==> config.mk <==
export PLATFORM = sky130hd
export DESIGN_NAME = key_hit_judge
export DESIGN_NICKNAME = d
export VERILOG_FILES = /design/src/rtl/key_hit_judge.sv
export SDC_FILE = /design/constraint.sdc
export NUM_CORES = 1
export LEC_CHECK = 0
export ABC_CLOCK_PERIOD_IN_PS = 4700
export CAP_MARGIN = 10
export CORE_ASPECT_RATIO = 0.8
export CORE_MARGIN = 1
export CORE_UTILIZATION = 50
export DETAILED_ROUTE_END_ITERATION = 8
export MAX_ROUTING_LAYER = met4
export PLACE_DENSITY = 0.67
export SKIP_CTS_REPAIR_TIMING = 1
export SLEW_MARGIN = 20
export SYNTH_ARGS = -nofsm -noshare
export SYNTH_HDL_FRONTEND = slang
export SYNTH_SLANG_ARGS = --single-unit
==> constraint.sdc <==
create_clock -name clk -period 4.7 [get_ports clk]
set_input_delay 0.94 -clock clk [delete_from_list [all_inputs] [get_ports clk]]
set_output_delay 0.94 -clock clk [all_outputs]
set_load 0.005 [all_outputs]
==> src/rtl/key_hit_judge.sv <==
// key_hit_judge
//   Player-side judge for the LED reaction game. Raw active-low keys are
//   synchronized and debounced. Each player chord is collected over a fixed
//   window and compared against the lit LED target. Every target window is
//   judged as a hit or a miss, and a 2-digit BCD score is kept for the HEX
//   display.
//
// Ports
//   clk          system clock (CLOCK_50)
//   resetn       synchronous, active-low reset
//   keys_n[3:0]  raw KEY inputs, active-low, asynchronous to clk
//   led_target   LED pattern currently lit
//   new_target   one-cycle strobe: led_target carries a new pattern
//   judge_enable high while the game is in the play state
//   score_1s     BCD ones digit of the score
//   score_10s    BCD tens digit of the score
//   hit_pulse    one-cycle pulse per hit
//   miss_pulse   one-cycle pulse per miss
//   judge_state  current FSM state (IDLE=0, ARMED=1, CHORD=2, JUDGED=3)
//
// Optional build macro
//   KH_MISS_PENALTY_EN  when defined, each miss also decrements the score
//                       (floor 00). When undefined, misses never touch the
//                       score.
module key_hit_judge #(
  parameter int DEBOUNCE_CYCLES = 500000,
  parameter int CHORD_CYCLES    = 2500000,
  parameter int CNT_W           = 22
) (
  input  logic       clk,
  input  logic       resetn,
  input  logic [3:0] keys_n,
  input  logic [3:0] led_target,
  input  logic       new_target,
  input  logic       judge_enable,
  output logic [3:0] score_1s,
  output logic [3:0] score_10s,
  output logic       hit_pulse,
  output logic       miss_pulse,
  output logic [1:0] judge_state
);

  typedef enum logic [1:0] {
    IDLE   = 2'd0,
    ARMED  = 2'd1,
    CHORD  = 2'd2,
    JUDGED = 2'd3
  } state_t;

  localparam logic [CNT_W-1:0] DEB_LAST   = CNT_W'(DEBOUNCE_CYCLES - 1);
  localparam logic [CNT_W-1:0] CHORD_LAST = CNT_W'(CHORD_CYCLES - 1);

  logic [3:0]       sync1;
  logic [3:0]       sync2;
  logic [CNT_W-1:0] deb_cnt [4];
  logic [3:0]       deb_level;
  logic [3:0]       press_edge;

  state_t           state;
  state_t           state_d;
  logic [3:0]       target;
  logic [3:0]       target_d;
  logic [3:0]       mask;
  logic [3:0]       mask_d;
  logic [CNT_W-1:0] chord_cnt;
  logic [CNT_W-1:0] cnt_d;
  logic [3:0]       judged_mask;
  logic             retarget;
  logic             hit;
  logic             miss;

  // Two-flop synchronizer; resets to the released (high) level.
  always_ff @(posedge clk) begin
    if (!resetn) begin
      sync1 <= 4'hF;
      sync2 <= 4'hF;
    end else begin
      sync1 <= keys_n;
      sync2 <= sync1;
    end
  end

  // Per-key debouncer. The debounced level changes on the DEBOUNCE_CYCLES-th
  // consecutive cycle in which the synced input disagrees with it. Any cycle
  // of agreement restarts the count. press_edge is registered at that same
  // update, but only for released-to-pressed changes.
  always_ff @(posedge clk) begin
    if (!resetn) begin
      for (int i = 0; i < 4; i++) begin
        deb_cnt[i] <= '0;
      end
      deb_level  <= 4'hF;
      press_edge <= 4'h0;
    end else begin
      for (int i = 0; i < 4; i++) begin
        if (sync2[i] != deb_level[i]) begin
          if (deb_cnt[i] == DEB_LAST) begin
            deb_level[i]  <= sync2[i];
            deb_cnt[i]    <= '0;
            press_edge[i] <= ~sync2[i];
          end else begin
            deb_cnt[i]    <= deb_cnt[i] + 1'b1;
            press_edge[i] <= 1'b0;
          end
        end else begin
          deb_cnt[i]    <= '0;
          press_edge[i] <= 1'b0;
        end
      end
    end
  end

  always_ff @(posedge clk) begin
    if (!resetn) begin
      state     <= IDLE;
      target    <= 4'h0;
      mask      <= 4'h0;
      chord_cnt <= '0;
    end else begin
      state     <= state_d;
      target    <= target_d;
      mask      <= mask_d;
      chord_cnt <= cnt_d;
    end
  end

  // Next-state and judgement. The window ends in the CHORD cycle where
  // chord_cnt equals CHORD_CYCLES-1. That cycle is CHORD_CYCLES cycles after
  // the first press_edge, and its own press edges still count. A new_target
  // that arrives mid-window judges with the mask including this cycle's
  // edges, then re-arms. Only one pulse is emitted per window.
  always_comb begin
    state_d     = state;
    target_d    = target;
    mask_d      = mask;
    cnt_d       = chord_cnt;
    judged_mask = mask | press_edge;
    retarget    = 1'b0;
    hit         = 1'b0;
    miss        = 1'b0;
    if (!judge_enable) begin
      state_d = IDLE;
      mask_d  = 4'h0;
      cnt_d   = '0;
    end else begin
      case (state)
        IDLE: begin
          if (new_target && (led_target != 4'h0)) begin
            target_d = led_target;
            state_d  = ARMED;
          end
        end
        ARMED: begin
          if (new_target) begin
            miss     = 1'b1;
            retarget = 1'b1;
          end else if (press_edge != 4'h0) begin
            mask_d  = press_edge;
            cnt_d   = '0;
            state_d = CHORD;
          end
        end
        CHORD: begin
          if (new_target) begin
            hit      = (judged_mask == target);
            miss     = (judged_mask != target);
            retarget = 1'b1;
          end else begin
            mask_d = judged_mask;
            if (chord_cnt == CHORD_LAST) begin
              hit     = (judged_mask == target);
              miss    = (judged_mask != target);
              state_d = JUDGED;
            end else begin
              cnt_d = chord_cnt + 1'b1;
            end
          end
        end
        JUDGED: begin
          if (new_target) begin
            retarget = 1'b1;
          end
        end
        default: state_d = IDLE;
      endcase
      if (retarget) begin
        target_d = led_target;
        mask_d   = 4'h0;
        cnt_d    = '0;
        state_d  = (led_target != 4'h0) ? ARMED : IDLE;
      end
    end
  end

  // Pulses are combinational so that a new_target judgement appears in its
  // own cycle. Gating with resetn gives reset priority over a judgement.
  assign hit_pulse   = hit & resetn;
  assign miss_pulse  = miss & resetn;
  assign judge_state = state;

  // BCD score: saturates at 99. With the penalty build, misses decrement it
  // and it floors at 00. hit and miss are mutually exclusive.
  always_ff @(posedge clk) begin
    if (!resetn) begin
      score_1s  <= 4'd0;
      score_10s <= 4'd0;
    end else if (hit && !((score_10s == 4'd9) && (score_1s == 4'd9))) begin
      if (score_1s == 4'd9) begin
        score_1s  <= 4'd0;
        score_10s <= score_10s + 4'd1;
      end else begin
        score_1s <= score_1s + 4'd1;
      end
    end
`ifdef KH_MISS_PENALTY_EN
    else if (miss && !((score_10s == 4'd0) && (score_1s == 4'd0))) begin
      if (score_1s == 4'd0) begin
        score_1s  <= 4'd9;
        score_10s <= score_10s - 4'd1;
      end else begin
        score_1s <= score_1s - 4'd1;
      end
    end
`else
`endif
  end

endmodule

# --- Word-level counts from Yosys, hierarchy flattened ---
# Memory sizes are Yosys's and may differ from the RTL's.
# Cells that the tools add are included.
# W data, S select, Z words.
op_classes:
  add_sub_neg: 7
  n_mul: 0
  div: 0
  magnitude_cmp: 0
  n_eq_ne: 25
  shift: 0
  muxes: 89
  bitwise_logic: 21
  n_reduce_logical: 27
op_table:
  columns: ["op", "count"]
  rows:
  - ["$mux W22", 16]
  - ["$add A22 B1 Y22 const B", 5]
  - ["$eq A22 B19 Y1 const B", 4]
  - ["$mux W1", 56]
  - ["$pmux W22 S2", 1]
  - ["$mux W4", 7]
  - ["$eq A22 B22 Y1 const B", 1]
  - ["$ne A3 B3 Y1 const B", 5]
  - ["$reduce_and A3 Y1", 5]
  - ["$mux W2", 6]
  - ["$or A1 B1 Y1", 12]
  - ["$reduce_and A2 Y1", 6]
  - ["$reduce_bool A4 Y1", 3]
  - ["$add A4 B1 Y4 const B", 2]
  - ["$eq A4 B4 Y1 const B", 2]
  - ["$ne A2 B2 Y1 const B", 4]
  - ["$pmux W4 S2", 1]
  - ["$not A1 Y1", 6]
  - ["$pmux W2 S3", 1]
  - ["$reduce_and A6 Y1", 1]
  - ["$reduce_bool A2 Y1", 3]
  - ["$reduce_or A3 Y1", 2]
  - ["$reduce_and A5 Y1", 1]
  - ["$eq A2 B2 Y1 const B", 2]
  - ["11 further kinds", 17]
totals:
  reg_bits: 56
  latchBits: 0
  mem_bits_rw: 88
  mem_bits_ro: 0
  in_bits: 12
  output_inout_bits: 12
  word_cells: 186
  memories: 1
mem_list:
  columns: ["memory", "depth", "width", "rd", "rd_clocked_by_memory_dff", "wr", "line", "text"]
  rows:
  - ["deb_cnt", 4, 22, 4, 0, 4, "55", "logic [CNT_W-1:0] deb_cnt [4];"]

# --- Longest topological paths before layout ---
depth:
  word_depth: 8
  ltp_mapped: 8

# --- Least setup slack after synthesis ---
# No wires, ideal clock.
synth_path:
  path_kind: "input to register"
  start: "input new_target"
  end: "register chord_cnt[19]"
  t_arrival_ns: 2.565
  path_slack_ns: 2.063
  path_stages: 6
  n_path_buf: 2
  path_cell_list: "clkbuf_1 -> a211o_1 -> or4_1 -> clkbuf_1 -> or4_1 -> a21oi_1"
synth_via:
  elab_chain_len: 4
  word_cells_on_any_way: 7
synth_lines:
  columns: ["item", "line", "text"]
  rows:
  - ["from (decl)", "34", "input logic new_target,"]
  - ["$mux W1", "154, 164, 180", null]
  - ["$mux W1", null, null]
  - ["$mux W1", "141", "if (!judge_enable) begin"]
  - ["$reduce_or A3 Y1 (no line)", null, null]
  - ["to (signal assigned)", "123", "chord_cnt <= cnt_d;"]
  - ["to (decl)", "65", "logic [CNT_W-1:0] chord_cnt;"]
# Parallel ways exist; a longest one is shown, timed or not. The select of a mux whose other input is x is not followed.
# A chain may end at the register's enable or synchronous reset.

# --- Worst setup path in the final report ---
layout_path:
  start: "register chord_cnt[0]"
  end: "output miss_pulse"
layout_via:
  elab_chain_len: 6
layout_lines:
  columns: ["item", "line", "text"]
  rows:
  - ["$eq A22 B22 Y1", "170", "if (chord_cnt == CHORD_LAST) begin"]
  - ["$mux W1", "170", null]
  - ["$mux W1", "164", "if (new_target) begin"]
  - ["$pmux W1 S2", "146", "case (state)"]
  - ["$mux W1", "141", null]
  - ["$and A1 B1 Y1", "198", "assign miss_pulse = miss & resetn;"]
  - ["to (decl)", "39", "output logic miss_pulse,"]
# Every way passes these cells.

==> out/summary.md <==
For the number of placement rows, the log shows 39. The tools report the clock share of power as 0.463. The share of flip-flops with an asynchronous set or reset was 0; the number of buffers created by CTS was 17. The ratio of cells with drive above 1 in the final layout was 0.0425; the area after detailed placement was 8100 um^2. Area inside the core boundary: 14300 um^2. The kind of cell with the highest combined delay along the critical path is simple AND/OR/NAND/NOR gates. The tools report the kind of end point of the critical path as a primary output. Combined global-route utilization of all metal layers: 0.212. The tools report the number of max-capacitance violations reported as 0.

Once routing completed, OpenROAD measured the worst setup slack at 684 ps. The number of antenna diodes in the final layout is 0. In this run the deepest clock path goes through 2 buffers. For the initial antenna violation count, the log shows 0. Data on the critical path is required at its endpoint by 3760 ps. The H-tree was split into 4 levels. The run gives 0.606 as the final cell utilization of the core. Measured along the x axis, the die boundary spans 138 um. The total net switching power came out at 614 uW. The tools report the master cell of the clock root buffer as sky130_fd_sc_hd__clkbuf_16.

The tools report the overall overflow remaining after global route as 0. The count of buffering cells on the critical path with inverters included is 1. Of all nets on the critical path, the largest fanout is 8.

Clock tree synthesis found a total of 144 sinks. For this design the static power due to leakage is 3.07 nW. For the final number of hold-violating endpoints, the log shows 0. The logs give 0.493 for the relative contribution of sequential cells to total power and 15300 um^2 for the die footprint. The logic gate share of total power was 0.044.

The share of total power consumed by net switching came out at 0.213. The slowest stage of the critical path belongs to the cell sky130_fd_sc_hd__clkdlybuf4s50_1. Using the TritonRoute via totals, the vias-per-cell ratio works out to 5.47. The global-route wire length before repair was 25400 um; the mean area per synthesized cell was 9.83 um^2. Final net count: 880.

The clock latency at the later pin of the worst-skew pair is 430 ps, and the via count of the first global-routing pass is 5479. The run gives 0 as the number of warnings printed during yosys synthesis. With fillers left out, the area of the finished cells amounts to 8690 um^2.

The run finished with clean final reports. In this run the worst hold path is classified as flop to flop. TritonCTS built the clock tree.

In this run, distinct cell masters in the synthesized netlist total 53. Clock skew on the completed layout was measured at 16.7 ps. Entering global routing, the biggest net connects 32 pins. The worst-case IR drop observed on VDD is 0.262 mV. The number of routed nets with antenna violations is 0, and the overall die height is 111 um. The worst setup path is launched from a flop. The data arrival time at the worst-slack endpoint was 3080 ps.

For the pin with the worst max-slew slack, the measured transition is 1070 ps. The starting density of the core is 0.516. Hold is met by 407 ps.

The first detailed-routing pass ran for 5 iterations. Number of enable flip-flop cells after synthesis: 88. The synthesized design contains 144 register bits. Highest clock frequency the design can meet: 249 MHz. The fill cell total of the finished layout is 1256. Among all flip-flop cells after synthesis, the most frequent one is sky130_fd_sc_hd__edfxtp_1. The power per cell area came out at 331 nW/um^2.

The aggregate routed wire length was 14900 um; the number of DRC markers in iteration 0 was 392. The run gives 0.509 as the share of synthesized area occupied by flip-flops and latches. The class of the most critical setup path was flop to primary output. Buffers placed on the I/O ports in this run total 23. For this run, design rule violations remaining after detail routing come to 0. In this design, the stage delay of the slowest critical-path cell is 590 ps. Before CTS, the worst setup slack after placement is 852 ps. The run gives 0.879 as the weighted congestion reported at the end of routability-driven placement. Summing every instance area after synthesis gives 7400 um^2. The final-layout setup total negative slack was 0 ps; the fraction of the cycle the final worst path needs was 0.855.

The internal power of the cells totals 2.26 mW. Summed over all nets, the half-perimeter wirelength after detailed placement is 10400 um. Setup repair after global routing left no endpoint under its margin. The area added between synthesis and finish was 17.4%.

The average wire per cell in the routed design is 14.1 um. The run gives 0 as the number of setup violations in the final report. The tools report the count of pins over their slew limit as 0. The worst path needs 4020 ps of the cycle, external delays included. For this design the top-level I/O count stands at 24.

Clock-pin slew was measured on the worst setup and hold paths at 60 ps. The run gives 753 as the number of instances in the synthesized netlist. The run gives 5765 as the total number of vias.

The worst relative slew slack is 0.281. The critical path goes through ha_1 -> nand4_1 -> nor3_1 -> a21o_1 -> a32oi_1 -> nor3b_1 -> clkdlybuf4s50_1.
## layout make-up
cell class              count  area (um^2)  area share
multi-input cells         653         3800       0.438
flip-flops and latches    144         3760       0.433
clock buffers              27          543      0.0625
repair buffers             24          238      0.0274
well taps                 184          230      0.0265
inverters                  17         63.8     0.00734
clock inverters             5         48.8     0.00562
## cells in the mapped netlist, drive strengths merged (19+ instances only)
cell	n	share of area
nor4	20	0.017
nand3	42	0.028
clkbuf	24	0.012
dfxtp	56	0.15
xor2	64	0.076
nor2	119	0.060
and3	30	0.025
nand2	57	0.029
xnor2	29	0.034
nor3	19	0.013
edfxtp	88	0.36
nand4	35	0.030
## sequential cells by signal, indices dropped and copies added, names as in the netlist
signal       flops
press_edge       4
target           4
sync1            4
score_1s         4
judge_state      2
sync2            4
deb_level        4
score_10s        4
deb_cnt         88
chord_cnt       22
mask             4
## power by group through the flow
stage	registers [mW]	clock network, mW	logic (mW)
floorplan	1.43	0	0.0925
global placement	1.44	0	0.120
detailed placement	1.44	0	0.122
CTS	1.42	1.36	0.124
global route	1.42	1.41	0.144
finish	1.42	1.33	0.128
## through the flow
step	power (mW)	std cells
2_1_floorplan	1.52	840
3_3_place_gp	1.56	1022
3_5_place_dp	1.57	1022
4_1_cts	2.90	1054
5_1_grt	2.98	1054
6_report	2.88	1054
## layout by cell type (no fill, tap or decap), types with 3 or more instances in the layout
cell type,count
sky130_fd_sc_hd__a21oi_1,17
sky130_fd_sc_hd__a22oi_1,4
sky130_fd_sc_hd__and3_1,30
sky130_fd_sc_hd__and4_1,10
sky130_fd_sc_hd__clkbuf_16,17
sky130_fd_sc_hd__clkbuf_8,8
sky130_fd_sc_hd__clkdlybuf4s50_1,23
sky130_fd_sc_hd__clkinv_2,3
sky130_fd_sc_hd__conb_1,88
sky130_fd_sc_hd__dfxtp_1,56
sky130_fd_sc_hd__edfxtp_1,88
sky130_fd_sc_hd__ha_1,11
sky130_fd_sc_hd__inv_1,17
sky130_fd_sc_hd__mux2i_1,11
sky130_fd_sc_hd__nand2_1,57
sky130_fd_sc_hd__nand2b_1,11
sky130_fd_sc_hd__nand3_1,42
sky130_fd_sc_hd__nand4_1,35
sky130_fd_sc_hd__nor2_1,119
sky130_fd_sc_hd__nor2b_1,3
sky130_fd_sc_hd__nor3_1,19
sky130_fd_sc_hd__nor3b_1,3
sky130_fd_sc_hd__nor4_1,20
sky130_fd_sc_hd__nor4b_1,8
sky130_fd_sc_hd__o21a_1,4
sky130_fd_sc_hd__o21ai_0,11
sky130_fd_sc_hd__o31ai_1,3
sky130_fd_sc_hd__o41ai_1,3
sky130_fd_sc_hd__or2_2,3
sky130_fd_sc_hd__or3_1,11
sky130_fd_sc_hd__or4_1,10
sky130_fd_sc_hd__xnor2_1,29
sky130_fd_sc_hd__xor2_1,64
## per-layer routing
layer / part of all wire / vias to the layer above / global-route usage / routed length [um]
met5: 0 / - / - / 0
met4: 0.015 / 0 / 0.0762 / 220
met3: 0.040 / 16 / 0.0562 / 600
met2: 0.46 / 122 / 0.323 / 6780
met1: 0.49 / 2774 / 0.271 / 7250
li1: - / 2853 / - / -
## final timing paths
check,cells past startpoint,from,to,slack [ps]
max,7,chord_cnt[0],miss_pulse,680
min,1,sync1[3],sync2[3],410
max reg2reg,7,judge_state[1],chord_cnt[19],1940
min reg2reg,1,sync1[3],sync2[3],410
## cells by family after synthesis
group                    share of synthesized area
AND/OR/NAND/NOR                              0.272
other                                     0.000507
multiplexers                                0.0149
flip-flops                                   0.509
AO/OA/AOI/OAI                               0.0538
XOR/XNOR                                     0.110
adder cells (fa/ha/maj)                     0.0186
buffers and inverters                       0.0218
Power figures use the tool's default switching activity.
